[config.mk]
export PLATFORM = sky130hd
export DESIGN_NAME = crot_pi_4_inv_gate_pipelined
export DESIGN_NICKNAME = d
export VERILOG_FILES = /design/src/rtl/crot_pi_4_inv_gate_pipelined_pkg.sv /design/src/rtl/crot_pi_4_inv_gate_pipelined_fxp_sat_shift.sv /design/src/rtl/crot_pi_4_inv_gate_pipelined.sv
export SDC_FILE = /design/constraint.sdc
export NUM_CORES = 1
export LEC_CHECK = 0
export CORE_MARGIN = 10
export CORE_UTILIZATION = 30
export CTS_BUF_LIST = sky130_fd_sc_hd__clkbuf_8
export DETAILED_ROUTE_END_ITERATION = 8
export SLEW_MARGIN = 20
export SYNTH_ARGS = -nofsm -noshare
export SYNTH_HDL_FRONTEND = slang
export SYNTH_SLANG_ARGS = --single-unit
[constraint.sdc]
create_clock -name clk -period 3.1 [get_ports clk]
set_input_delay 0.62 -clock clk [delete_from_list [all_inputs] [get_ports clk]]
set_output_delay 0.62 -clock clk [all_outputs]
set_load 0.01 [all_outputs]
[src/rtl/crot_pi_4_inv_gate_pipelined_pkg.sv]
// Shared fixed-point constants for the controlled-phase rotation gates.
// Both the forward and inverse pi/4 gates pull their widths, the
// 1/sqrt(2) coefficient and the saturation bounds from here, so the two
// datapaths always agree on number format.
//
// No ports (package).
package crot_pi_4_inv_gate_pipelined_pkg;

  // Signed amplitude format: S1.4 plus one bit of sign headroom.
  localparam int FXP_TOTAL_WIDTH = 6;
  localparam int FXP_FRAC_WIDTH  = 4;

  // Sum/difference of two amplitudes needs one extra bit.
  localparam int FXP_ADD_WIDTH = FXP_TOTAL_WIDTH + 1;

  // Product of a sum/difference with a FRAC_WIDTH-bit coefficient.
  localparam int FXP_MULT_RESULT_WIDTH = FXP_ADD_WIDTH + FXP_FRAC_WIDTH;

  // 1/sqrt(2) ~= 11/16 = 0.6875 in the FRAC_WIDTH fractional format.
  localparam int FXP_C_VAL = 11;

  // Clamp bounds of a TOTAL_WIDTH signed result.
  localparam int FXP_SAT_MAX = (1 << (FXP_TOTAL_WIDTH - 1)) - 1;
  localparam int FXP_SAT_MIN = -(1 << (FXP_TOTAL_WIDTH - 1));

endpackage

[src/rtl/crot_pi_4_inv_gate_pipelined_fxp_sat_shift.sv]
// Fixed-point rescale: arithmetic right shift by SHIFT bits (truncation
// toward minus infinity) followed by a clamp into an OUT_W signed range.
// Used twice in the last stage of the rotation gates.
//
// Ports:
//   x  in  IN_W   signed product to be rescaled
//   y  out OUT_W  signed, shifted and saturated result
module crot_pi_4_inv_gate_pipelined_fxp_sat_shift
  import crot_pi_4_inv_gate_pipelined_pkg::*;
#(
  parameter int IN_W    = FXP_MULT_RESULT_WIDTH,
  parameter int SHIFT   = FXP_FRAC_WIDTH,
  parameter int OUT_W   = FXP_TOTAL_WIDTH,
  parameter int SAT_MAX = FXP_SAT_MAX,
  parameter int SAT_MIN = FXP_SAT_MIN
) (
  input  logic signed [IN_W-1:0]  x,
  output logic signed [OUT_W-1:0] y
);

  // Bounds sign-extended to the input width so the compares are signed
  // and the clamp can never wrap.
  localparam logic signed [IN_W-1:0] MAX_V = IN_W'(SAT_MAX);
  localparam logic signed [IN_W-1:0] MIN_V = IN_W'(SAT_MIN);

  logic signed [IN_W-1:0] shifted;

  always_comb begin
    shifted = x >>> SHIFT;
    if (shifted > MAX_V) begin
      y = MAX_V[OUT_W-1:0];
    end else if (shifted < MIN_V) begin
      y = MIN_V[OUT_W-1:0];
    end else begin
      y = shifted[OUT_W-1:0];
    end
  end

endmodule

[src/rtl/crot_pi_4_inv_gate_pipelined.sv]
// Inverse controlled-phase rotation, theta = -pi/4, 3-stage pipeline.
// With in_ctrl=1 the amplitude (ar + j*ai) is multiplied by e^{-j*pi/4}:
//   pr = (ar + ai) / sqrt(2),  pi = (ai - ar) / sqrt(2)
// With in_ctrl=0 the amplitude passes through bit-exact.
//
// Ports:
//   clk        in   clock
//   rst_n      in   asynchronous active-low reset
//   in_valid   in   input amplitude valid
//   in_ready   out  block can accept an input this cycle
//   in_ctrl    in   control qubit: 1 = rotate, 0 = pass-through
//   ar, ai     in   input real / imaginary part, signed TOTAL_WIDTH
//   out_valid  out  output amplitude valid
//   out_ready  in   downstream accepts output
//   pr, pi     out  output real / imaginary part, signed TOTAL_WIDTH
//
// Handshake: an item moves across an interface on a rising clk edge where
// valid & ready are both 1. A producer holding valid keeps its data stable
// until it is taken; in_ready never looks at in_valid, and out_valid/pr/pi
// hold steady while out_ready is 0. Each stage advances when it is empty
// or the stage after it advances, so in_ready is a combinational function
// of out_ready and the stage valid bits and the pipe never inserts bubbles.
module crot_pi_4_inv_gate_pipelined
  import crot_pi_4_inv_gate_pipelined_pkg::*;
#(
  parameter int TOTAL_WIDTH = FXP_TOTAL_WIDTH,
  parameter int FRAC_WIDTH  = FXP_FRAC_WIDTH,
  // Coefficient must fit in FRAC_WIDTH bits; it is realised as a sum of
  // shifted copies of the operand (for 11: (x<<3)+(x<<1)+x).
  parameter int C_VAL       = FXP_C_VAL
) (
  input  logic                          clk,
  input  logic                          rst_n,
  input  logic                          in_valid,
  output logic                          in_ready,
  input  logic                          in_ctrl,
  input  logic signed [TOTAL_WIDTH-1:0] ar,
  input  logic signed [TOTAL_WIDTH-1:0] ai,
  output logic                          out_valid,
  input  logic                          out_ready,
  output logic signed [TOTAL_WIDTH-1:0] pr,
  output logic signed [TOTAL_WIDTH-1:0] pi
);

  localparam int ADD_W  = TOTAL_WIDTH + 1;
  localparam int MULT_W = ADD_W + FRAC_WIDTH;

  // Stage valid bits and advance enables.
  logic v1, v2, v3;
  logic adv1, adv2, adv3;

  // Stage 1: sum/difference plus the raw amplitude for the bypass path.
  logic                          c1;
  logic signed [ADD_W-1:0]       s1, d1;
  logic signed [TOTAL_WIDTH-1:0] ar1, ai1;

  // Stage 2: products with the coefficient, bypass amplitude carried along.
  logic                          c2;
  logic signed [MULT_W-1:0]      ps2, pd2;
  logic signed [TOTAL_WIDTH-1:0] ar2, ai2;

  // Stage 3: output registers.
  logic signed [TOTAL_WIDTH-1:0] pr3, pi3;

  // Combinational next values between stages.
  logic signed [ADD_W-1:0]       s_c, d_c;
  logic signed [MULT_W-1:0]      s_ext, d_ext;
  logic signed [MULT_W-1:0]      ps_c, pd_c;
  logic signed [TOTAL_WIDTH-1:0] rot_r, rot_i;
  logic signed [TOTAL_WIDTH-1:0] pr_c, pi_c;

  // ---------------------------------------------------------------------
  // Pipeline control
  // ---------------------------------------------------------------------
  assign adv3     = !v3 || out_ready;
  assign adv2     = !v2 || adv3;
  assign adv1     = !v1 || adv2;
  assign in_ready = adv1;

  assign out_valid = v3;
  assign pr        = pr3;
  assign pi        = pi3;

  // ---------------------------------------------------------------------
  // Datapath
  // ---------------------------------------------------------------------
  assign s_c = ADD_W'(ar) + ADD_W'(ai);
  assign d_c = ADD_W'(ai) - ADD_W'(ar);

  assign s_ext = MULT_W'(s1);
  assign d_ext = MULT_W'(d1);

  // Constant coefficient as shift-and-add; no multiplier is built.
  always_comb begin
    ps_c = '0;
    pd_c = '0;
    for (int b = 0; b < 31; b++) begin
      if (C_VAL[b]) begin
        ps_c = ps_c + (s_ext <<< b);
        pd_c = pd_c + (d_ext <<< b);
      end
    end
  end

  crot_pi_4_inv_gate_pipelined_fxp_sat_shift #(
    .IN_W   (MULT_W),
    .SHIFT  (FRAC_WIDTH),
    .OUT_W  (TOTAL_WIDTH),
    .SAT_MAX((1 << (TOTAL_WIDTH - 1)) - 1),
    .SAT_MIN(-(1 << (TOTAL_WIDTH - 1)))
  ) u_sat_r (
    .x(ps2),
    .y(rot_r)
  );

  crot_pi_4_inv_gate_pipelined_fxp_sat_shift #(
    .IN_W   (MULT_W),
    .SHIFT  (FRAC_WIDTH),
    .OUT_W  (TOTAL_WIDTH),
    .SAT_MAX((1 << (TOTAL_WIDTH - 1)) - 1),
    .SAT_MIN(-(1 << (TOTAL_WIDTH - 1)))
  ) u_sat_i (
    .x(pd2),
    .y(rot_i)
  );

  // Pass-through keeps the original amplitude bits untouched.
  assign pr_c = c2 ? rot_r : ar2;
  assign pi_c = c2 ? rot_i : ai2;

  // ---------------------------------------------------------------------
  // Stage registers. Data only loads when a valid item enters a stage,
  // so a stage that drains keeps its last contents harmlessly.
  // ---------------------------------------------------------------------
  always_ff @(posedge clk or negedge rst_n) begin
    if (!rst_n) begin
      v1  <= 1'b0;
      c1  <= 1'b0;
      s1  <= '0;
      d1  <= '0;
      ar1 <= '0;
      ai1 <= '0;
    end else if (adv1) begin
      v1 <= in_valid;
      if (in_valid) begin
        c1  <= in_ctrl;
        s1  <= s_c;
        d1  <= d_c;
        ar1 <= ar;
        ai1 <= ai;
      end
    end
  end

  always_ff @(posedge clk or negedge rst_n) begin
    if (!rst_n) begin
      v2  <= 1'b0;
      c2  <= 1'b0;
      ps2 <= '0;
      pd2 <= '0;
      ar2 <= '0;
      ai2 <= '0;
    end else if (adv2) begin
      v2 <= v1;
      if (v1) begin
        c2  <= c1;
        ps2 <= ps_c;
        pd2 <= pd_c;
        ar2 <= ar1;
        ai2 <= ai1;
      end
    end
  end

  always_ff @(posedge clk or negedge rst_n) begin
    if (!rst_n) begin
      v3  <= 1'b0;
      pr3 <= '0;
      pi3 <= '0;
    end else if (adv3) begin
      v3 <= v2;
      if (v2) begin
        pr3 <= pr_c;
        pi3 <= pi_c;
      end
    end
  end

endmodule

Word level (Yosys, flattened, before mapping)
Cells that the tools add are included.
{"block": "totals", "ff_bits": 77, "in_bits": 17, "word_cells": 40, "output_inout_bits": 14}
{"block": "classes", "reduce_logical": 9, "magnitude_cmp": 4, "n_mux": 6, "n_addsub": 6}
{"op": "two-way mux 6 bit", "n": 6}
{"op": "adder 9 x 10 -> 11 bit", "n": 2}
{"op": "adder 7 x 8 -> 9 bit", "n": 2}
{"op": "greater-than comparator 7 x 6 -> 1 bit (second input constant)", "n": 2}
{"op": "less-than comparator 7 x 6 -> 1 bit (second input constant)", "n": 2}
{"op": "adder 6 x 6 -> 7 bit", "n": 1}
{"op": "subtractor 6 x 6 -> 7 bit", "n": 1}
{"op": "AND reduction 2 bit", "n": 3}
{"op": "logical NOT 1 bit", "n": 3}
{"op": "logical OR 1 bit", "n": 3}

Depth between registers and ports, before layout
Gate-level depths: netlist (run 1).
{"block": "logic_depth", "ltp_word": 5, "depth_mapped": 9, "ltp_nobuf": 9}

By module
A second synthesis (run 1) with hierarchy kept.
{"block": "hier_totals", "hier_cells": 392, "area_unflattened_um2": 4235.3}
{"mod": "crot_pi_4_inv_gate_pipelined", "seq_area_each_um2": 1876.8, "cells_each": 378, "area_per_inst_um2": 4107.7, "n_inst": 1}
{"mod": "crot_pi_4_inv_gate_pipelined_fxp_sat_shift", "seq_area_each_um2": 0.0, "cells_each": 7, "area_per_inst_um2": 63.8, "n_inst": 2}

Least setup slack after synthesis (run 1)
No wires, ideal clock.
{"block": "synth_timing", "path_kind": "register to register", "start": "reg d1[1]", "end": "reg pd2[10]", "path_buffers": 0, "period_less_slack_ns": 2.319, "path_stages_with_launch": 8, "setup_slack_ns": 0.781, "t_arrival_ns": 2.250, "setup_time_ns": 0.068, "t_required_ns": 3.032, "cell_sequence": "dfrtp_1 -> fa_1 -> ha_1 -> nor3_1 -> a211oi_2 -> and3_1 -> or4_1 -> nand3_1"}
{"block": "synth_via", "elab_chain_len": 2}
{"item": "from (decl)", "line_no": "crot_pi_4_inv_gate_pipelined.sv:54", "rtl": "logic signed [ADD_W-1:0] s1, d1;"}
{"item": "from (signal assigned)", "line_no": "crot_pi_4_inv_gate_pipelined.sv:140", "rtl": "d1 <= '0;"}
{"item": "from (signal assigned)", "line_no": "crot_pi_4_inv_gate_pipelined.sv:148", "rtl": "d1 <= d_c;"}
{"item": "adder 7 x 8 -> 9 bit", "line_no": "crot_pi_4_inv_gate_pipelined.sv:100", "rtl": "pd_c = pd_c + (d_ext <<< b);"}
{"item": "adder 9 x 10 -> 11 bit *", "line_no": "crot_pi_4_inv_gate_pipelined.sv:100"}
{"item": "to (signal assigned)", "line_no": "crot_pi_4_inv_gate_pipelined.sv:168", "rtl": "pd2 <= pd_c;"}
{"item": "to (decl)", "line_no": "crot_pi_4_inv_gate_pipelined.sv:59", "rtl": "logic signed [MULT_W-1:0] ps2, pd2;"}
Every way passes the cells marked *; elsewhere a longest branch is shown, timed or not.
A chain may end at the register's enable or synchronous reset.

==> summary.txt, run 1 <==
LAYOUT
---------------------------------------------------------------------------------------
Final net count                                                                     470
Fin util                                                                          0.368
Registers with the highest flip-flop counts                                pd2 x7, ps2 x7, s1 x7
Diodes inserted                                                                       0
Fraction of layout cells with a size suffix above 1                              0.0738
Finished layout cell area                                                   0.00466 mm²
Synthesis-to-finish area growth                                                   19.3%

ROUTE
---------------------------------------------------------------------------------------
Drt wl/cell                                                                     13.5 µm
Number of remaining DRC errors                                                        0
Total wire length after detailed routing                                        7970 µm
Via density                                                                        4.55
Via count                                                                          2692
Number of violations reported at the end of detailed-routing iteration 0             96
Final ANT Viol Nets                                                                   0
Number of optimization iterations in the first detailed-route pass                    4

TIMING
---------------------------------------------------------------------------------------
Final hold vios                                                                       0
Achievable frequency                                                          0.388 GHz
Worst max-slew margin expressed relative to the limit                             0.535
Period utilization                                                                0.831
Final setup violating endpoints                                                       0
Final Max Tran Viols                                                                  0
Worst-margin pin slew                                                          0.697 ns
Final critical delay including setup and external delays                        2.58 ns
Setup TNS Final                                                                    0 ns
Final clock skew                                                              0.0113 ns
RSZ-0062 raised after global routing                                              false

CLOCK NETWORK
---------------------------------------------------------------------------------------
TritonCTS buffer count                                                                9
Post-CTS Resized                                                                      0
Sinks on the clock net                                                               68
Number of buffers inserted by hold repair at cts                                      0
Longest Clk Path Bufs                                                                 2
CTS tree                                                                          built
Worst skew pair latency                                                         0.34 ns
Number of setup buffers added after CTS                                               0
H-Tree Depth                                                                          3
Clock slew at the register clock pins of the worst setup and hold paths         0.07 ns
Buffer cell driving the clock tree root                                        clkbuf_8

YOSYS
---------------------------------------------------------------------------------------
Portion of the post-synthesis area used by sequential elements                    0.435
Post-synthesis instance area                                                0.00391 mm²
Number of nets produced by synthesis                                                436
Count of warnings emitted by yosys                                                    0
Average cell area after synthesis                                              10.3 µm²
Predominant post-synthesis flop cell                                            dfrtp_1
Dominant cells by area after synthesis                                     dfrtp_1 (44%), ha_1 (9.0%), mux2_1 (5.5%)
Most frequent cell after synthesis                                              dfrtp_1
Share of synthesized flip-flops with an asynchronous set or reset                  1.00
Distinct cell type count after synthesis                                             44
Area share of the largest cell type after synthesis                               0.435
Dominant cell type by area after synthesis                                      dfrtp_1
Synth cell count leaders                                                   dfrtp_1 (68), nand2_1 (52), o21ai_1 (29)
Gate count of the mapped netlist                                                    381
Number of synthesized register bits                                                  68
Number of synthesized flops with an enable pin                                        0

POWER AND IR DROP
---------------------------------------------------------------------------------------
Cell Int Power                                                                  2.42 mW
Worst vdd ir                                                                 0.000225 V
P_leak                                                                          2.10 nW
Part of the total power dissipated in sequential elements                         0.368
Power per cell area                                                          809 mW/mm²
Switching portion of total power                                                  0.357
Combinational power share                                                         0.402
Psw                                                                             1.35 mW
Power share of the clock group                                                    0.230
Post-layout power                                                               3.77 mW

HOLD PATH
---------------------------------------------------------------------------------------
Kind of path behind the tightest hold check                                 in -> async

GLOBAL ROUTE
---------------------------------------------------------------------------------------
Met1 capacity usage during global routing                                         0.129
Leftover overflow at the end of global routing                                        0
Maximum number of pins on one net before global-route repair                         33
Most heavily used metal layer in global routing                                    met1
GR Util met2                                                                      0.121
Met3 Use GR                                                                      0.0332
First-pass GRT wire length                                                     13000 µm
Via count of the first global-routing pass                                         2607
Tot GR Track Use                                                                 0.0890
Number of antenna violations at the first check in global routing                     0

FLOORPLAN
---------------------------------------------------------------------------------------
Die footprint                                                                0.0180 mm²
DIE WIDTH                                                                        134 µm
Initial standard-cell utilization of the core                                     0.308
Floorplan Core Area                                                          0.0127 mm²
Number of primary I/O pins                                                           31
Die Y                                                                            134 µm
Core Rows                                                                            41

PLACEMENT
---------------------------------------------------------------------------------------
Placement Cell Area                                                         0.00442 mm²
Count of port buffers added during placement                                         30
GPL Wtd Cong                                                                      0.840
Post-DP HPWL                                                                    6430 µm

CRITICAL PATH
---------------------------------------------------------------------------------------
Max FO, Critical Path                                                                 6
Data arrival, critical path                                                     2.85 ns
Worst-case reg-to-reg path depth                                                      9
Startpoint type of the worst setup path                                       flip-flop
Critical R2R Launch                                                               s1[0]
Class of the most critical setup path                                        reg -> reg
Category of the worst setup path capture point                                flip-flop
Data required time of the critical path                                         3.37 ns
Reg-to-reg slack, setup                                                         0.52 ns
FF-to-FF End                                                                    pd2[10]

JOB
---------------------------------------------------------------------------------------
Max-cap check violation count                                                         0

OUTCOME
---------------------------------------------------------------------------------------
Run status                                                                 finished clean

power groups by stage:
stage               combinational (mW)  sequential [mW]  clock [mW]
finish                            1.52             1.39       0.866
global placement                  1.47             1.40           0
global route                      1.72             1.43       0.925
detailed placement                1.54             1.41           0
CTS                               1.54             1.40       0.888
floorplan                         1.08             1.35           0
cells by family after synthesis:
logic type / Yosys count / synth area share
xor+xnor: 17 / 0.0381
mux: 34 / 0.0938
flops: 68 / 0.435
buf+inv: 36 / 0.0375
compound gates: 86 / 0.133
simple gates: 102 / 0.121
fa+ha+maj: 38 / 0.141
final cells by class:
class	instances	area (µm²)
Multi-Input combinational cell	277	2060
Fill cell	1288	8010
Timing Repair Buffer	38	368
Clock inverter	7	115
Clock buffer	9	124
Sequential cell	68	1700
Inverter	21	78.8
Tap cell	172	215
critical path: stages (launching register included):
cell and delay, ns:
dfrtp_1 0.48, inv_1 0.16, fa_1 0.43, inv_1 0.07
ha_1 0.26, nor3_1 0.25, a211oi_2 0.12, and3_1 0.21
or4_1 0.46, nand3_1 0.07
worst max-delay path by stage:
stage               slack (ns)  depth (start not counted)       to  startpoint
detailed placement        0.36                          9    d1[4]       ai[0]
global route              0.38                          9   pd2[8]       s1[0]
CTS                       0.46                          9  pd2[10]       s1[0]
global placement          0.38                          9    d1[4]       ai[0]
finish                    0.52                          9  pd2[10]       s1[0]
floorplan                 0.78                          7  pd2[10]       d1[1]
per-stage QoR:
step,hold slack (ns),setup WS (ns),instances
final,0.323,0.523,592
after global routing,0.367,0.378,592
after CTS,0.330,0.463,592
after detailed placement,0.469,0.362,576
after global placement,0.462,0.384,576
after floorplan,0.324,0.781,381
cell usage in the layout (no fill, tap or decap), drive strengths merged, types with 3 or more instances in the layout:
cell type      instances
nor2                  13
clkbuf                 9
buf                    9
a21o                   6
mux2i                 13
nor2b                  7
bufinv                 3
fa                    10
nand2b                 7
inv                   23
o21ai                 44
a21oi                 14
mux2                  21
dfrtp                 68
clkdlybuf4s50         29
ha                    28
xnor2                  4
o21a                   7
nand2                 53
xor2                  13
nor3                  10
routing by layer:
| metal | up-vias | wire length (µm) |
|---|---|---|
| met5 | - | 0 |
| met4 | 0 | 29 |
| met3 | 2 | 419 |
| met2 | 49 | 3130 |
| met1 | 1267 | 4390 |
| li1 | 1374 | - |
No activity file was read; power rests on OpenSTA's default activity.
==> run 2: changes to the inputs <==
==> constraint.sdc (replaced) <==
create_clock -name clk -period 2.4 [get_ports clk]
set_input_delay 0.48 -clock clk [delete_from_list [all_inputs] [get_ports clk]]
set_output_delay 0.48 -clock clk [all_outputs]
set_load 0.01 [all_outputs]
==> run 2 against run 1 <==
Net effect: sequential power grew 28%; critical path depth decreased by 2; flip-flop and latch count did not move; maximum frequency rose by 10%; non-clock buffer count rose by 26; highest routed layer unchanged.
==> summary.txt, run 2 (synthesis results as in run 1) <==
LAYOUT
---------------------------------------------------------------------------------------
Diodes inserted                                                                       0   unchanged
Registers with the highest flip-flop counts                                pd2 x7, ps2 x7, s1 x7
Commonest non-fill, non-tap cells in the layout                            dfrtp_1 (65), nand2_1 (52), buf_4 (33)
Fraction of layout cells with a size suffix above 1                               0.177   +0.103
Synthesis-to-finish area growth                                                   25.9%
Final net count                                                                     496   +5.5%
Fin util                                                                          0.388   +0.0204
Most frequent standard cell in the layout excluding fill and tap cells          dfrtp_1
Non-filler cells, final                                                             618   +4.4%

TIMING
---------------------------------------------------------------------------------------
Period utilization                                                                0.972   +0.141
Final critical delay including setup and external delays                        2.33 ns   -0.243 ns
Final setup violating endpoints                                                       0   unchanged
Worst-margin pin slew                                                          0.655 ns   -0.0421 ns
Hold WS                                                                        0.143 ns   -0.180 ns
Final clock skew                                                             0.00794 ns   -0.00337 ns
Achievable frequency                                                          0.428 GHz   +10%
Final hold vios                                                                       0   unchanged
Final Max Tran Viols                                                                  0   unchanged
Worst max-slew margin expressed relative to the limit                             0.563   +0.0281
RSZ-0062 raised after global routing                                               true

GLOBAL ROUTE
---------------------------------------------------------------------------------------
Leftover overflow at the end of global routing                                        0   unchanged
Tot GR Track Use                                                                 0.0963   +0.00731
Maximum number of pins on one net before global-route repair                         69   +110%
Via count of the first global-routing pass                                         2957   +13%
Number of antenna violations at the first check in global routing                     0   unchanged
First-pass GRT wire length                                                     14200 µm   +9.3%

CRITICAL PATH
---------------------------------------------------------------------------------------
Cells along the critical path                                              fa_1 -> ha_4 -> nor3_2 -> a211oi_4 -> and3_4 -> or4_1 -> nand3_1
Startpoint type of the worst setup path                                       flip-flop
Class of the most critical setup path                                        reg -> reg
Data required time of the critical path                                         2.67 ns   -0.70 ns
Largest incremental delay on the critical path                                  0.55 ns   +0.07 ns
Critical Path Slowest Stage Cell                                                   fa_1
Max FO, Critical Path                                                                 5   -1
Reg-to-reg slack, setup                                                         0.07 ns   -0.46 ns
Category of the worst setup path capture point                                flip-flop
Data arrival, critical path                                                     2.61 ns   -0.24 ns

OUTCOME
---------------------------------------------------------------------------------------
Run status                                                                 finished clean

CLOCK NETWORK
---------------------------------------------------------------------------------------
TritonCTS buffer count                                                                9   unchanged
Clock slew at the register clock pins of the worst setup and hold paths         0.08 ns   about the same
Longest Clk Path Bufs                                                                 2   unchanged
Worst skew pair latency                                                         0.34 ns   about the same
CTS tree                                                                          built
H-Tree Depth                                                                          3   unchanged
Buffer cell driving the clock tree root                                        clkbuf_8
Sinks on the clock net                                                               68   unchanged

ROUTE
---------------------------------------------------------------------------------------
Total wire length after detailed routing                                        8550 µm   +7.3%
Final ANT Viol Nets                                                                   0   unchanged
Number of remaining DRC errors                                                        0   unchanged
Number of optimization iterations in the first detailed-route pass                    4   unchanged
Top layer in use                                                                   met4
Via density                                                                        4.64   +1.9%
Number of violations reported at the end of detailed-routing iteration 0            212   +120%
Via count                                                                          2865   +6.4%
Drt wl/cell                                                                     13.8 µm   +2.8%
Met3 WL post-DR                                                                  453 µm   +8.1%
Met1 routed wirelength after detailed routing                                   4490 µm   +2.3%
Routed met2 length                                                              3590 µm   +15%

PLACEMENT
---------------------------------------------------------------------------------------
Cell count after placement                                                          597   +3.6%
GPL Wtd Cong                                                                      0.809   -3.7%
Post-DP HPWL                                                                    6600 µm   +2.6%
Count of port buffers added during placement                                         30   unchanged

FLOORPLAN
---------------------------------------------------------------------------------------
Die Y                                                                            134 µm   unchanged
Number of primary I/O pins                                                           31   unchanged
Initial standard-cell utilization of the core                                     0.308   unchanged
Floorplan Core Area                                                          0.0127 mm²   unchanged
Die footprint                                                                0.0180 mm²   unchanged
DIE WIDTH                                                                        134 µm   unchanged
Core Rows                                                                            41   unchanged

POWER AND IR DROP
---------------------------------------------------------------------------------------
Worst vdd ir                                                                 0.000352 V   +57%
Power per cell area                                                         1030 mW/mm²   +27%
P_leak                                                                          2.20 nW   +4.7%

HOLD PATH
---------------------------------------------------------------------------------------
Kind of path behind the tightest hold check                                 in -> async

JOB
---------------------------------------------------------------------------------------
Max-cap check violation count                                                         0   unchanged

==> run 2: cell count changes in the layout (fill, tap and decap cells not counted), moves of 2 or more <==
| cell | previous run | this run |
|---|---|---|
| inv_1 | 21 | 16 |
| dfrtp_1 | 68 | 65 |
| a21oi_2 | 0 | 2 |
| dfrtp_2 | 0 | 3 |
| bufinv_16 | 3 | 1 |
| ha_2 | 0 | 2 |
| ha_1 | 28 | 23 |
| a21oi_1 | 14 | 12 |
| buf_4 | 7 | 33 |
| ha_4 | 0 | 3 |
| clkinv_4 | 0 | 4 |
| inv_2 | 1 | 5 |
==> run 2: final cells by class <==
| cell class | count | area, µm² |
|---|---|---|
| Fill cell | 1258 | 7750 |
| Tap cell | 172 | 215 |
| Inverter | 21 | 78.8 |
| Clock inverter | 7 | 77.6 |
| Timing Repair Buffer | 64 | 563 |
| Sequential cell | 68 | 1710 |
| Multi-Input combinational cell | 277 | 2160 |
| Clock buffer | 9 | 124 |
==> run 2: routing by layer <==
layer  up-vias  track usage
li1       1438            -
met2        56        0.139
met5         -            0
met1      1369        0.134
met4         0       0.0163
met3         2       0.0370
==> run 2: timing repair <==
action                                  CTS  global route
gates resized for setup                   2            22
endpoints found under the hold margin     0             0
hold buffers                              0             0
cloned                                    0             0
buffers inserted                          1             4
pin swaps                                 0            14
endpoints found under the setup margin    1             9
==> run 2: per-stage QoR <==
step / total power [mW] / setup TNS, ns / setup WS [ns] / cell area [µm²]
floorplan: 3.14 / 0 / 0.0812 / 3910
global placement: 3.79 / -0.247 / -0.147 / 4580
detailed placement: 3.88 / -0.404 / -0.177 / 4580
CTS: 4.85 / 0 / 0.000737 / 4800
global route: 5.47 / -0.0356 / -0.0356 / 4920
finish: 5.06 / 0 / 0.0660 / 4920
==> run 2: power breakdown <==
part	leakage [nW]	switching [mW]	internal [mW]
Clock	0.0994	0.458	0.485
Combinational	1.28	1.16	1.17
Sequential	0.820	0.290	1.49
Total	2.20	1.91	3.15
==> run 2: final timing paths <==
path,cells after the start,from,end
max,7,d1[4],pd2[10]
min,2,rst_n,pi[3]
max reg2reg,7,d1[4],pd2[10]
min reg2reg,2,pr[0],pr[0]
max in group asynchronous,2,rst_n,s1[2]
min in group clk,2,pr[0],pr[0]
==> run 2: worst max-delay path: cells and delay by family (launching register included) <==
kind            cells  cell delay [ns]
flops               1             0.46
fa+ha+maj           2             0.77
simple gates        4             0.96
compound gates      1             0.08
